[config.mk]
export PLATFORM = sky130hd
export DESIGN_NAME = load_data_aligner
export DESIGN_NICKNAME = d
export VERILOG_FILES = /design/src/rtl/load_data_aligner_pkg.sv /design/src/rtl/load_data_extend.sv /design/src/rtl/load_data_aligner.sv
export SDC_FILE = /design/constraint.sdc
export NUM_CORES = 1
export LEC_CHECK = 0
export BUFFER_PORTS_ARGS = -buffer_cell sky130_fd_sc_hd__buf_2
export CORE_UTILIZATION = 36
export DETAILED_ROUTE_END_ITERATION = 7
export GPL_TIMING_DRIVEN = 0
export PLACE_DENSITY_LB_ADDON = 0.12
export SETUP_SLACK_MARGIN = 0.05
export SLEW_MARGIN = 40
export SYNTH_ARGS = -nofsm -noshare
export SYNTH_HDL_FRONTEND = slang
export SYNTH_SLANG_ARGS = --single-unit
[constraint.sdc]
create_clock -name clk -period 2.6 [get_ports clk]
set_input_delay 0.13 -clock clk [delete_from_list [all_inputs] [get_ports clk]]
set_output_delay 0.13 -clock clk [all_outputs]
set_load 0.03 [all_outputs]
[src/rtl/load_data_aligner_pkg.sv]
// Shared constants for the load aligner: datapath widths, load func3 codes, legality helpers.
// No logic of its own; imported by the aligner and its extend sub-block.
package load_data_aligner_pkg;

    localparam int DATA_WIDTH  = 32;
    localparam int FUNC3_WIDTH = 3;

    localparam logic [FUNC3_WIDTH-1:0] F3_LB  = 3'b000;
    localparam logic [FUNC3_WIDTH-1:0] F3_LH  = 3'b001;
    localparam logic [FUNC3_WIDTH-1:0] F3_LW  = 3'b010;
    localparam logic [FUNC3_WIDTH-1:0] F3_LBU = 3'b100;
    localparam logic [FUNC3_WIDTH-1:0] F3_LHU = 3'b101;

    function automatic logic f3_is_load(input logic [FUNC3_WIDTH-1:0] f3);
        return (f3 == F3_LB) || (f3 == F3_LH) || (f3 == F3_LW) ||
               (f3 == F3_LBU) || (f3 == F3_LHU);
    endfunction

    // Halfwords must sit on even addresses, words on multiples of four.
    function automatic logic f3_misaligned(input logic [FUNC3_WIDTH-1:0] f3,
                                           input logic [1:0]             off);
        return (((f3 == F3_LH) || (f3 == F3_LHU)) && off[0]) ||
               ((f3 == F3_LW) && (off != 2'b00));
    endfunction

endpackage

[src/rtl/load_data_extend.sv]
// Selects the addressed byte/halfword/word from a BRAM word and sign/zero-extends it.
// Purely combinational (0 cycles); no flow control.
// Unknown func3 codes produce zero.
module load_data_extend
    import load_data_aligner_pkg::*;
(
    input  logic [DATA_WIDTH-1:0]  word,
    input  logic [1:0]             offset,
    input  logic [FUNC3_WIDTH-1:0] func3,
    output logic [DATA_WIDTH-1:0]  data
);

    logic [7:0]  byte_sel;
    logic [15:0] half_sel;

    always_comb begin
        byte_sel = word[7:0];
        case (offset)
            2'b00: byte_sel = word[7:0];
            2'b01: byte_sel = word[15:8];
            2'b10: byte_sel = word[23:16];
            2'b11: byte_sel = word[31:24];
            default: byte_sel = word[7:0];
        endcase
        half_sel = offset[1] ? word[31:16] : word[15:0];

        data = '0;
        case (func3)
            F3_LB:   data = {{24{byte_sel[7]}}, byte_sel};
            F3_LBU:  data = {24'h0, byte_sel};
            F3_LH:   data = {{16{half_sel[15]}}, half_sel};
            F3_LHU:  data = {16'h0, half_sel};
            F3_LW:   data = word;
            default: data = '0;
        endcase
    end

endmodule

[src/rtl/load_data_aligner.sv]
// Load aligner: one word-aligned BRAM read per load, result extended for write-back.
// Latency: ld_done BRAM_LATENCY+2 cycles after acceptance; illegal/trapped loads 1 cycle.
// Backpressure: ld_busy stalls the core until ld_done; optional trap via LOAD_MISALIGN_TRAP_EN.
module load_data_aligner
    import load_data_aligner_pkg::*;
#(
    parameter int BRAM_LATENCY = 1
) (
    input  logic                   clk,
    input  logic                   rst,
    input  logic                   ld_req,
    input  logic [DATA_WIDTH-1:0]  ld_addr,
    input  logic [FUNC3_WIDTH-1:0] func3,
    output logic                   mem_rd_enb,
    output logic [DATA_WIDTH-1:0]  mem_addr,
    input  logic [DATA_WIDTH-1:0]  mem_rd_data,
    output logic                   ld_busy,
    output logic                   ld_done,
    output logic [DATA_WIDTH-1:0]  ld_data,
    output logic                   ld_misaligned
);

    localparam int CNT_W = 2;

    typedef enum logic [1:0] {
        ST_IDLE = 2'd0,
        ST_REQ  = 2'd1,
        ST_WAIT = 2'd2,
        ST_DONE = 2'd3
    } state_t;

    state_t                 state, state_nxt;
    logic [CNT_W-1:0]       cnt, cnt_nxt;
    logic [1:0]             off_q;
    logic [FUNC3_WIDTH-1:0] f3_q;
    logic                   accept, capture, trap, bypass;
    logic [DATA_WIDTH-1:0]  ext_data;

`ifdef LOAD_MISALIGN_TRAP_EN
    logic mis_q;

    assign trap = f3_misaligned(func3, ld_addr[1:0]);

    always_ff @(posedge clk) begin
        if (rst) begin
            mis_q <= 1'b0;
        end else begin
            mis_q <= accept && trap;
        end
    end

    assign ld_misaligned = mis_q;
`else
    assign trap          = 1'b0;
    assign ld_misaligned = 1'b0;
`endif

    // Requests that never touch memory go straight to DONE.
    assign bypass = !f3_is_load(func3) || trap;

    always_comb begin
        state_nxt = state;
        cnt_nxt   = cnt;
        accept    = 1'b0;
        capture   = 1'b0;
        case (state)
            ST_IDLE: begin
                if (ld_req) begin
                    accept    = 1'b1;
                    state_nxt = bypass ? ST_DONE : ST_REQ;
                end
            end
            ST_REQ: begin
                cnt_nxt   = CNT_W'(BRAM_LATENCY - 1);
                state_nxt = ST_WAIT;
            end
            ST_WAIT: begin
                if (cnt == '0) begin
                    capture   = 1'b1;
                    state_nxt = ST_DONE;
                end else begin
                    cnt_nxt = cnt - 1'b1;
                end
            end
            ST_DONE: state_nxt = ST_IDLE;
            default: state_nxt = ST_IDLE;
        endcase
    end

    always_ff @(posedge clk) begin
        if (rst) begin
            state      <= ST_IDLE;
            cnt        <= '0;
            mem_rd_enb <= 1'b0;
            mem_addr   <= '0;
            ld_done    <= 1'b0;
            ld_data    <= '0;
            off_q      <= '0;
            f3_q       <= '0;
        end else begin
            state      <= state_nxt;
            cnt        <= cnt_nxt;
            mem_rd_enb <= accept && !bypass;
            ld_done    <= (accept && bypass) || capture;
            if (accept) begin
                mem_addr <= {ld_addr[DATA_WIDTH-1:2], 2'b00};
                off_q    <= ld_addr[1:0];
                f3_q     <= func3;
                if (bypass) begin
                    ld_data <= '0;
                end
            end
            if (capture) begin
                ld_data <= ext_data;
            end
        end
    end

    assign ld_busy = ((state == ST_IDLE) && ld_req) || (state == ST_REQ) || (state == ST_WAIT);

    load_data_extend u_extend (
        .word   (mem_rd_data),
        .offset (off_q),
        .func3  (f3_q),
        .data   (ext_data)
    );

endmodule

==> Word-level counts from Yosys, hierarchy flattened <==
Cells that the tools add are included.
W data, S select, Z words.
{ "totals": {"regBits": 73, "latch_bits": 0, "mem_bits_rw": 0, "romBits": 0, "input_bits": 70, "output_inout_bits": 68, "wordCells": 64, "mem_count": 0} }
{ "classes": {"n_addsub": 1, "multipliers": 0, "div": 0, "n_lt_le_gt_ge": 0, "eq_ne": 18, "shifts": 0, "mux": 16, "n_bitwise": 0, "n_reduce_logical": 21} }
{ "ops": {"columns": ["op", "count"], "rows": [
  ["$pmux W32 S5", 1],
  ["$mux W32", 3],
  ["$pmux W8 S4", 1],
  ["$mux W16", 1],
  ["$eq A3 B3 Y1 const B", 4],
  ["$eq A2 B2 Y1 const B", 4],
  ["$mux W2", 4],
  ["$ne A2 B2 Y1 const B", 4],
  ["$pmux W2 S4", 1],
  ["$logic_or A1 B1 Y1", 7],
  ["$eq A3 B1 Y1 const B", 2],
  ["$eq A3 B2 Y1 const B", 2],
  ["$logic_not A2 Y1", 3],
  ["$logic_not A3 Y1", 2],
  ["$reduce_and A2 Y1", 3],
  ["$eq A2 B1 Y1 const B", 2],
  ["$mux W1", 4],
  ["$pmux W2 S2", 1],
  ["$reduce_bool A2 Y1", 2],
  ["$logic_and A1 B1 Y1", 3],
  ["$sub A2 B1 Y2 const B", 1],
  ["$logic_not A1 Y1", 1]
]} }

==> Logic depth before layout (Yosys ltp) <==
Gate-level depths: netlist of the first run.
{ "logic_depth": {"word_depth": 8, "ltp_mapped": 8, "depth_no_buf": 6} }

==> Hierarchy <==
A second synthesis of the first run with hierarchy kept.
{ "unflattened": {"cells_unflattened": 466, "area_unflattened_um2": 3908.7} }
{ "by_module_without_submodules": {"columns": ["mod", "instances", "cells_per_inst", "area_per_inst_um2", "seq_area_each_um2"], "rows": [
  ["load_data_aligner", 1, 338, 2842.7, 1461.4],
  ["load_data_extend", 1, 128, 1066.0, 0.0]
]} }

==> Worst setup path before layout of the first run <==
Ideal clock, no wire load.
{ "synth_timing": {"path_kind": "flip-flop to flip-flop", "from": "register state[0]", "to": "register ld_data[10]", "arrival_time_ps": 1738, "required_ps": 2540, "setup_slack_ps": 802, "stages_incl_launch_ff": 7, "path_buffers": 0, "path_cell_list": "dfxtp_1 -> inv_1 -> ha_1 -> nand2_2 -> or4_4 -> a2111oi_4 -> a221o_1"} }
{ "synth_via": {"elab_chain_cells": 4} }
{ "synth_rtl": {"columns": ["element", "line", "source"], "rows": [
  ["start: declaration", "load_data_aligner.sv:32", "state_t state, state_nxt;"],
  ["start signal: assignment", "load_data_aligner.sv:101", "state <= state_nxt;"],
  ["$eq A2 B2 Y1 or $logic_not A2 Y1 (tied branches)", "load_data_aligner.sv:66", "case (state)"],
  ["$mux W1", "load_data_aligner.sv:66", null],
  ["$ne A2 B2 Y1 (no source line) or $reduce_bool A2 Y1 (tied branches)", null, null],
  ["$reduce_and A2 Y1 (no source line)", null, null],
  ["end signal: assignment", "load_data_aligner.sv:114", "ld_data <= ext_data;"],
  ["end: declaration", "load_data_aligner.sv:19", "output logic [DATA_WIDTH-1:0] ld_data,"]
]} }
Parallel ways exist; a longest one is shown, timed or not.
A chain may end at the register's enable or synchronous reset.

==> Final worst setup path of the first run <==
{ "layout_timing": {"from": "register state[0]", "to": "register ld_data[22]"} }
Same word-level chain as after synthesis.

==> results.env, run 1 <==
POWER.IR.VDD_WORST_mV=0.290
FMAX_MHz=445
GRT_SETUP_UNREPAIRED='false'
CRITICAL_PATH.REG2REG.STARTPOINT='state[0]'
FINAL_GP_CONGESTION=0.796
CRIT_REQUIRED_PS=2890
FLOORPLAN.IO_PINS=138
AREA.GROWTH.SYNTH_TO_FINAL_PCT=35.3
TOTAL_CTS_BUFFERS=9
SEQ_AREA_FRAC_SYNTH=0.482
TIMING.CRITICAL_PATH.TO='ld_data[22]'
CLOCK_ROOT_CELL='clkbuf_8'
GRT_FIRST_PASS_WIRELENGTH_MM=13.4
FINALWORSTPATHREQUIREDPERIOD_PS=2250
FP.DIEAREA_MM2=0.00879
GRT_REMAINING_OVERFLOW=0
WORST_PATH_CLASS_SETUP='reg2reg'
HOLD_VIOL=0
MAXCAPVIOLATIONS=0
WORST_HOLD_PATH_TYPE='in2reg'
NETLIST_AREA_MM2=0.00303
CRITPATHARRIVALTIME_PS=2540
CRIT_PATH_START_KIND='register'
WORSTSETUPSTARTPOINT='state[0]'
CTS_MAX_LEVEL=3
HPWL_MM=6.25
CORE_AREA_MM2=0.00818
MEAN_INSTANCE_SIZE_IN_THE_SYNTHESIZED_NETLIST_UM2=8.91
PATH_MAX_FANOUT=10
FINAL_CELLS=603
LEAKAGE_nW=1.88
TOTAL_WIRELENGTH_OF_THE_DETAILED_ROUTED_DESIGN_MM=8.45
CTS_POST_SETUP_BUFFERS_INSERTED=0
ENDPOINT_OF_THE_LOWEST_SLACK_REGISTER_TO_REGISTER_PATH='ld_data[22]'
FIN_SETUP_TNS_PS=0
OUTCOME='completed'
TIGHTEST_SLEW_PS=777
SLEW_HEADROOM=0.482
CLKSINKCOUNT=73
FINAL.FILL_COUNT=846
YS_ASYNC_SR_FRACTION=0
TIMING.CLOCK.SKEW_PS=7.27
REGISTER_TO_REGISTER_SETUP_SLACK_PS=350
SHARE_OF_CELLS_ABOVE_DRIVE_STRENGTH_1=0.333
NUMBER_OF_FLOPS_MAPPED_TO_ENABLE_CELLS_BY_YOSYS=0
DIE_X_UM=93.8
CLKLATENCYLATEPIN_PS=340
SYN-INSTANCE-COUNT=340
VIAS_PER_CELL=4.96
SETUP-VIOLATIONS-FINAL=0
EFFECTIVE_UTILIZATION_AT_FLOORPLAN=0.371
ROUTE.ANTENNA.REMAINING_NETS=0
VIA_COUNT_OF_THE_FIRST_GLOBAL_ROUTING_PASS=2781
ANTENNADIODECOUNT=0
FF2FF_PATH_DEPTH=6
CTS.CLK_SLEW.WORST_PATHS_PS=80
DOMINANTREGCELLSYNTH='dfxtp_1'
WORST_SETUP_PATH_END_KIND='register'
POST_CTS_RESIZE_COUNT=0
POST-ROUTE-DRC-COUNT=0
PLACEDCELLCOUNT=580
AVGROUTEDWIREPERCELL_UM=14.0
TIMING_MAX_TRANSITION_VIOLATIONS_FINAL=0
YOSYSWARNINGCOUNT=0
VIAS=2992
MULTI_INPUT_COMB_AREA_MM2=0.00143
YS_FF_LATCH=73
DRT_ITER0_MARKERS=97
FINAL.PERIOD_UTILIZATION=0.865
POWER.DENSITY_mW_PER_MM2=872
PIN_COUNT_OF_THE_BIGGEST_NET_ENTERING_GLOBAL_ROUTING=13
INITIAL_ANTENNA_VIOLATION_COUNT=0
BUFFER_PORTS.INSERTED=133
YOSYS.CELL_TYPES.COUNT=39
CTS_TREE='built'
GRTUSAGETOTAL=0.197
NUMBER_OF_BUFFERS_ON_THE_LONGEST_CLOCK_PATH=2
PLACEMENT_ROWS=33
NNETSFINAL=568
DIEHEIGHT_UM=93.8
AREA.SEQUENTIAL_MM2=0.00146
LENGTH_OF_THE_FIRST_DETAILED_ROUTING_PASS_IN_ITERATIONS=4
final cells by class:
cell class | instances | share of cell area
Sequential cell | 73 | 0.356
Multi-Input combinational cell | 237 | 0.349
Timing Repair Buffer | 140 | 0.179
Clock buffer | 11 | 0.0345
Tap cell | 105 | 0.0320
Buffer | 25 | 0.0293
Clock inverter | 5 | 0.0134
Inverter | 7 | 0.00641
registers in the layout, indices dropped and copies added, names as in the netlist:
signal	cells
ld_data	32
mem_addr	30
f3_q	3
cnt	2
off_q	2
state	2
ld_done	1
mem_rd_enb	1
timing repair:
item | CTS | global route
setup endpoints to repair | 0 | 0
hold endpoints to repair | 7 | 0
hold buffers | 7 | 0
routing by layer:
layer	routed length [µm]	global-route usage
met5	0	0
met4	86	0.0692
met2	3710	0.299
met3	663	0.0566
met1	3990	0.264
cell usage after synthesis, types with 4 or more instances:
| cell type | count | share of area |
|---|---|---|
| nand2_1 | 91 | 0.11 |
| o211ai_1 | 6 | 0.015 |
| a32o_1 | 6 | 0.020 |
| nor2_1 | 9 | 0.011 |
| clkbuf_1 | 13 | 0.016 |
| mux2i_1 | 9 | 0.030 |
| buf_4 | 5 | 0.012 |
| inv_1 | 7 | 0.0087 |
| ha_1 | 5 | 0.021 |
| dfxtp_1 | 73 | 0.48 |
| a221o_1 | 25 | 0.083 |
| o21ai_0 | 7 | 0.012 |
| buf_2 | 6 | 0.0099 |
| nor2b_1 | 4 | 0.0083 |
| a21oi_1 | 38 | 0.063 |
| nand2b_1 | 8 | 0.017 |
through the flow:
stage	setup WS, ps	hold WS (ps)	util	area, µm²	power, mW
final	352	19.0	0.502	4100	3.58
after CTS	352	0.262	0.502	4100	3.61
after detailed placement	390	371	0.469	3830	2.71
after floorplan	802	266	-	3040	2.32
after global placement	472	370	0.469	3830	2.69
after global routing	181	9.41	0.502	4100	3.78
cell families (layout without fill, tap and decap cells):
family                     count (synthesis)  after routing  synth area share
and+or+nand+nor                          126            126             0.183
AOI/OAI and AO/OA                         93             93             0.231
DFF                                       73             73             0.482
buffers and inverters                     32            188            0.0483
muxes                                     10             10            0.0334
adders and majority gates                  5              5            0.0206
other                                      1              3           0.00124
where the power goes:
group / leakage [nW] / internal (mW) / switching, mW
registers: 0.596 / 1.31 / 0.102
logic: 1.19 / 0.421 / 0.861
clock network: 0.0953 / 0.467 / 0.421
worst min path at each step:
stage,from,endpoint,depth (start not counted)
floorplan,func3[2],f3_q[2],2
CTS,ld_addr[25],mem_addr[25],3
detailed placement,mem_rd_data[7],ld_data[7],2
global route,ld_addr[29],mem_addr[29],3
finish,ld_addr[28],mem_addr[28],3
global placement,ld_addr[28],mem_addr[28],3
cells in the final DEF (no fill, tap or decap), drive strengths merged, types with 3 or more instances in the layout:
master and instances:
mux2i 9, a21oi 38, a221o 25, a32o 6
nand2 92, ha 5, o21ai 7, nor2b 4
o211ai 6, conb 3, nor2 9, inv 7
dfxtp 73, clkbuf 24, buf 145, nand2b 8
dlygate4sd3 7, nor3 4
critical path: stages, from the launching register on:
cell and delay [ps]:
dfxtp_1 360, inv_1 90, ha_1 220, and2_1 160
a221oi_1 670, clkbuf_1 460, a221o_1 230
Power figures use the tool's default switching activity.
==> run 2: changes to the inputs <==
MAX_ROUTING_LAYER = met4   (was default)
==> run 2 against run 1 <==
Effect of this change:
- combinational power hardly changed
- highest routed layer unchanged
- sequential cell count stayed put
- largest power group unchanged
- sequential power hardly changed
- hold slack worse by 3.2 ps
- total power is 0.19% higher
- first-iteration DRC count is 4.1% lower
==> results.env, run 2 (synthesis results as in run 1) <==
OUTCOME='completed'
VIAS_PER_CELL=4.98
MET2_USAGE=0.298
SETUP-VIOLATIONS-FINAL=0
DIE_X_UM=93.8
TOP_USAGE_LAYER='met2'
CRIT_PATH_START_KIND='register'
POWER.IR.VDD_WORST_mV=0.290
DP_SLACK_PS=390
CRITPATHARRIVALTIME_PS=2550
VIA_COUNT_OF_THE_FIRST_GLOBAL_ROUTING_PASS=2785
SLEW_HEADROOM=0.486
MAXCAPVIOLATIONS=0
WORST_SETUP_PATH_END_KIND='register'
WORSTPATHCELLLIST='inv_1, ha_1, and2_1, a221oi_1, clkbuf_1, a221o_1'
CRIT_REQUIRED_PS=2890
FMAX_MHz=443
PATH_MAX_FANOUT=10
FIN_SETUP_TNS_PS=0
MULTI_INPUT_COMB_AREA_MM2=0.00143
CORE_AREA_MM2=0.00818
POWER.DENSITY_mW_PER_MM2=874
INITIAL_ANTENNA_VIOLATION_COUNT=0
DIEHEIGHT_UM=93.8
FLOORPLAN.IO_PINS=138
ANTENNADIODECOUNT=0
FINAL_GP_CONGESTION=0.808
CTS_MAX_LEVEL=3
LAYOUT.CELLS.MOST_COMMON_LIST='buf_2 (139), nand2_1 (91), dfxtp_1 (73)'
REGISTERS.TOP_BY_FF_COUNT='ld_data'
TOTAL_CTS_BUFFERS=9
CTS.CLK_SLEW.WORST_PATHS_PS=80
FINALWORSTPATHREQUIREDPERIOD_PS=2260
TIMING_MAX_TRANSITION_VIOLATIONS_FINAL=0
SETUP_WS_FINAL_PS=342
CLKLATENCYLATEPIN_PS=350
CRITICAL-PATH-TOP-DELAY-FAMILY='compound AO/OA/AOI/OAI gates'
WORST_HOLD_PATH_TYPE='in2reg'
LENGTH_OF_THE_FIRST_DETAILED_ROUTING_PASS_IN_ITERATIONS=4
ROUTE.ANTENNA.REMAINING_NETS=0
HOLD_VIOL=0
GRT_FIRST_PASS_WIRELENGTH_MM=13.4
CRITPATHSLOWESTCELL='a221oi_1'
LARGESTREGISTERS='ld_data (32), mem_addr (30), f3_q (3)'
TIGHTEST_SLEW_PS=770
PLACEDINSTANCEAREA_MM2=0.00383
CLKSINKCOUNT=73
LAYOUT_COMMONEST_CELL='buf_2'
DRT_ITER0_MARKERS=93
VIAS=3003
TIMING.CRITICAL_PATH.SLOWEST_CELL_DELAY_PS=660
SHARE_OF_CELLS_ABOVE_DRIVE_STRENGTH_1=0.333
TIMING.CLOCK.SKEW_PS=8.42
AREA.SEQUENTIAL_MM2=0.00146
NNETSFINAL=568
NUMBER_OF_BUFFERS_ON_THE_LONGEST_CLOCK_PATH=2
EFFECTIVE_UTILIZATION_AT_FLOORPLAN=0.371
LEAKAGE_nW=1.88
GLOBALROUTEMET3UTIL=0.0502
AVGROUTEDWIREPERCELL_UM=14.1
FP.DIEAREA_MM2=0.00879
BUFFER_PORTS.INSERTED=133
HPWL_MM=6.25
WORST_PATH_CLASS_SETUP='reg2reg'
GRT_SETUP_UNREPAIRED='false'
FINAL.FILL_COUNT=846
AREA.GROWTH.SYNTH_TO_FINAL_PCT=35.3
CLOCK_ROOT_CELL='clkbuf_8'
PIN_COUNT_OF_THE_BIGGEST_NET_ENTERING_GLOBAL_ROUTING=13
TIMING.HOLD.WS_PS=15.8
CTS_TREE='built'
FINAL_DESIGN_AREA_NO_FILL_MM2=0.00410
POWER.TOTAL_mW=3.58
GRT_REMAINING_OVERFLOW=0
TOTAL_WIRELENGTH_OF_THE_DETAILED_ROUTED_DESIGN_MM=8.49
GLOBALROUTEMET1UTIL=0.269
PLACEMENT_ROWS=33
LARGEST_REGISTER_FF_COUNT=32
FINAL.PERIOD_UTILIZATION=0.869
PATH_BUF_INV=2
POST-ROUTE-DRC-COUNT=0
GRTUSAGETOTAL=0.202
-- run 2: cell counts in the layout (fill, tap and decap cells not counted) --
Identical to the previous run, type by type.
-- run 2: per-stage QoR --
| step | std cells | utilization |
|---|---|---|
| floorplan | 342 | - |
| finish | 603 | 0.502 |
| global placement | 580 | 0.469 |
| CTS | 603 | 0.502 |
| detailed placement | 580 | 0.469 |
| global route | 603 | 0.502 |
-- run 2: path summary, 6_finish.rpt --
kind              slack (ps)      endpoint  cells after the start         start
setup / recovery         340   ld_data[22]                      6      state[0]
hold reg to reg          450  mem_addr[24]                      2  mem_addr[24]
hold / removal            20  mem_addr[21]                      3   ld_addr[21]
setup reg to reg         340   ld_data[22]                      6      state[0]
-- run 2: what timing repair did --
action | 4_1_cts | 5_1_grt
setup buffers | 0 | 0
hold endpoints to repair | 7 | 0
hold buffers | 7 | 0
resized for setup | 0 | 0
-- run 2: tightest hold or removal path: cells and delay by family --
kind	cells	cell delay [ps]
AOI/OAI and AO/OA	1	50
buffers and inverters	1	90
and+or+nand+nor	1	40
-- run 2: where the power goes --
| part | total [mW] | internal [mW] | switching (mW) | leakage, nW |
|---|---|---|---|---|
| registers | 1.41 | 1.31 | 0.102 | 0.596 |
| clock network | 0.892 | 0.467 | 0.425 | 0.0953 |
| logic | 1.28 | 0.421 | 0.864 | 1.19 |
-- run 2: final cells by class --
type	count	share of cell area
plain buffers	25	0.0293
clock buffers	11	0.0345
clock inverters	5	0.0134
inverters	7	0.00641
multi-input cells	237	0.349
flip-flops and latches	73	0.356
well taps	105	0.0320
repair buffers	140	0.179
-- run 2: routing by layer --
metal / wire length, µm / up-vias
li1: - / 1501
met5: 0 / -
met1: 4130 / 1390
met4: 98 / 0
met2: 3690 / 101
met3: 582 / 11
==> run 3: changes to the inputs <==
PLACE_DENSITY_LB_ADDON = default   (was 0.12)
SLEW_MARGIN = 20   (was 40)
==> run 3 against run 2 <==
Effect of this change:
- sequential power hardly changed
- sequential share of layout area is 0.63 points higher
- routed wire length is 2.9% lower
- design area is 1.7% lower
- non-clock buffer count is 7 lower
- critical path depth stayed put
- critical path type unchanged
- via count is 1.8% lower
==> results.env, run 3 (synthesis results as in run 1) <==
POWER.IR.VDD_WORST_mV=0.325
CORE_AREA_MM2=0.00818
NNETSFINAL=561
TOTAL_CTS_BUFFERS=9
DIEHEIGHT_UM=93.8
FLOORPLAN.IO_PINS=138
INTERNAL_POWER_mW=2.18
DIE_X_UM=93.8
CTS_POST_SETUP_BUFFERS_INSERTED=0
CTS_MAX_LEVEL=3
TIMING.CLOCK.SKEW_PS=11.4
CRITPATHSLOWESTCELL='a221oi_1'
LARGEST_REGISTER_FF_COUNT=32
ENDPOINT_OF_THE_LOWEST_SLACK_REGISTER_TO_REGISTER_PATH='ld_data[17]'
AVGROUTEDWIREPERCELL_UM=13.8
BUFFER_PORTS.INSERTED=133
NUMBER_OF_BUFFERS_ON_THE_LONGEST_CLOCK_PATH=2
CTSHOLDBUFFERS=0
FINAL.PERIOD_UTILIZATION=0.869
GRTUSAGETOTAL=0.198
CRITICAL_PATH.REG2REG.STARTPOINT='state[0]'
INITIAL_ANTENNA_VIOLATION_COUNT=0
LENGTH_OF_THE_FIRST_DETAILED_ROUTING_PASS_IN_ITERATIONS=6
HOLD_VIOL=0
TIMING.CRITICAL_PATH.TO='ld_data[17]'
WORST_PATH_CLASS_SETUP='reg2reg'
VIA_COUNT_OF_THE_FIRST_GLOBAL_ROUTING_PASS=2736
GRT_SETUP_UNREPAIRED='false'
FINALWORSTPATHREQUIREDPERIOD_PS=2260
POWER.DENSITY_mW_PER_MM2=885
CLOCK_ROOT_CELL='clkbuf_8'
TOTAL_WIRELENGTH_OF_THE_DETAILED_ROUTED_DESIGN_MM=8.24
FINAL.FILL_COUNT=842
LAYOUT_COMMONEST_CELL='buf_2'
EFFECTIVE_UTILIZATION_AT_FLOORPLAN=0.371
WORST_HOLD_PATH_TYPE='in2reg'
POWER.SEQUENTIAL.FRACTION=0.396
PWR-SHARE-CLK=0.249
REGISTER_TO_REGISTER_SETUP_SLACK_PS=340
FF2FF_PATH_DEPTH=6
WORST_SETUP_PATH_END_KIND='register'
FMAX_MHz=442
TIMING_MAX_TRANSITION_VIOLATIONS_FINAL=0
SWITCHING_SHARE=0.388
HPWL_MM=6.19
CRITPATHARRIVALTIME_PS=2550
WORSTSETUPSTARTPOINT='state[0]'
POST-ROUTE-DRC-COUNT=0
VIAS=2950
VIAS_PER_CELL=4.95
LAYOUT.CELLS.MOST_COMMON_LIST='buf_2 (139), nand2_1 (91), dfxtp_1 (73)'
PATH_MAX_FANOUT=10
ANTENNADIODECOUNT=0
PWR-SHARE-COMB=0.356
PIN_COUNT_OF_THE_BIGGEST_NET_ENTERING_GLOBAL_ROUTING=13
CTS.CLK_SLEW.WORST_PATHS_PS=80
WORSTPATHCELLLIST='inv_1, ha_1, and2_1, a221oi_1, clkbuf_1, a221o_1'
CLKLATENCYLATEPIN_PS=340
REGISTERS.TOP_BY_FF_COUNT='ld_data'
ROUTE.ANTENNA.REMAINING_NETS=0
TIMING.CRITICAL_PATH.SLOWEST_CELL_DELAY_PS=660
POWER.TOTAL_mW=3.57
CLKSINKCOUNT=73
SLEW_HEADROOM=0.486
TOTAL_SWITCHING_POWER_mW=1.38
OUTCOME='completed'
LARGESTREGISTERS='ld_data (32), mem_addr (30), f3_q (3)'
FINAL_GP_CONGESTION=0.751
SETUP-VIOLATIONS-FINAL=0
DRT_ITER0_MARKERS=73
FIN_SETUP_TNS_PS=0
LEAKAGE_nW=1.86
FP.DIEAREA_MM2=0.00879
PLACEMENT_ROWS=33
SHARE_OF_CELLS_ABOVE_DRIVE_STRENGTH_1=0.340
CRIT_PATH_START_KIND='register'
POST_CTS_RESIZE_COUNT=0
AREA.GROWTH.SYNTH_TO_FINAL_PCT=33.0
GRT_REMAINING_OVERFLOW=0
CTS_TREE='built'
MAXCAPVIOLATIONS=0
GRT_FIRST_PASS_WIRELENGTH_MM=13.1
TIGHTEST_SLEW_PS=771
TIMING.HOLD.WS_PS=13.7
CRIT_REQUIRED_PS=2890
-- run 3: metal layers --
| layer | vias up | routed length, µm | GRT usage |
|---|---|---|---|
| li1 | 1486 | - | - |
| met1 | 1331 | 3860 | 0.258 |
| met2 | 118 | 3710 | 0.304 |
| met3 | 15 | 532 | 0.0396 |
| met4 | 0 | 130 | 0.0718 |
| met5 | - | 0 | - |
-- run 3: layout make-up --
cell class                 instances  area (µm²)  share of cell area
multi-input combinational        237        1430               0.355
timing repair buffer             133         666               0.165
clock buffer                      10         138              0.0342
buffer                            25         120              0.0298
clock inverter                     6        57.6              0.0143
inverter                           7        26.3             0.00652
sequential                        73        1460               0.363
tap                              105         131              0.0326
-- run 3: stage by stage --
stage,util,cell area (µm²),cells,setup slack (ps)
2_1_floorplan,-,3040,342,802
3_3_place_gp,0.469,3830,580,374
3_5_place_dp,0.469,3830,580,379
4_1_cts,0.493,4030,596,323
5_1_grt,0.493,4030,596,187
6_report,0.493,4030,596,340
-- run 3: worst min-delay path by stage --
stage | start | end | slack [ps] | cells past startpoint
global route | mem_rd_data[21] | ld_data[21] | 8 | 2
floorplan | func3[2] | f3_q[2] | 270 | 2
global placement | mem_rd_data[31] | ld_data[31] | 370 | 2
finish | ld_addr[21] | mem_addr[21] | 10 | 3
CTS | ld_addr[22] | mem_addr[22] | 7 | 3
detailed placement | mem_rd_data[18] | ld_data[18] | 370 | 2
-- run 3: critical path, delay by kind of cell (launching register included) --
family / cells / cell delay, ps
fa+ha+maj: 1 / 220
flops: 1 / 380
compound gates: 2 / 900
buf+inv: 2 / 550
simple gates: 1 / 150
-- run 3: power groups by stage --
stage / Combinational, mW / Clock, mW / Sequential (mW)
CTS: 1.28 / 0.906 / 1.41
detailed placement: 1.28 / 0 / 1.43
global route: 1.39 / 0.962 / 1.43
finish: 1.27 / 0.888 / 1.41
global placement: 1.27 / 0 / 1.43
floorplan: 0.573 / 0 / 1.75
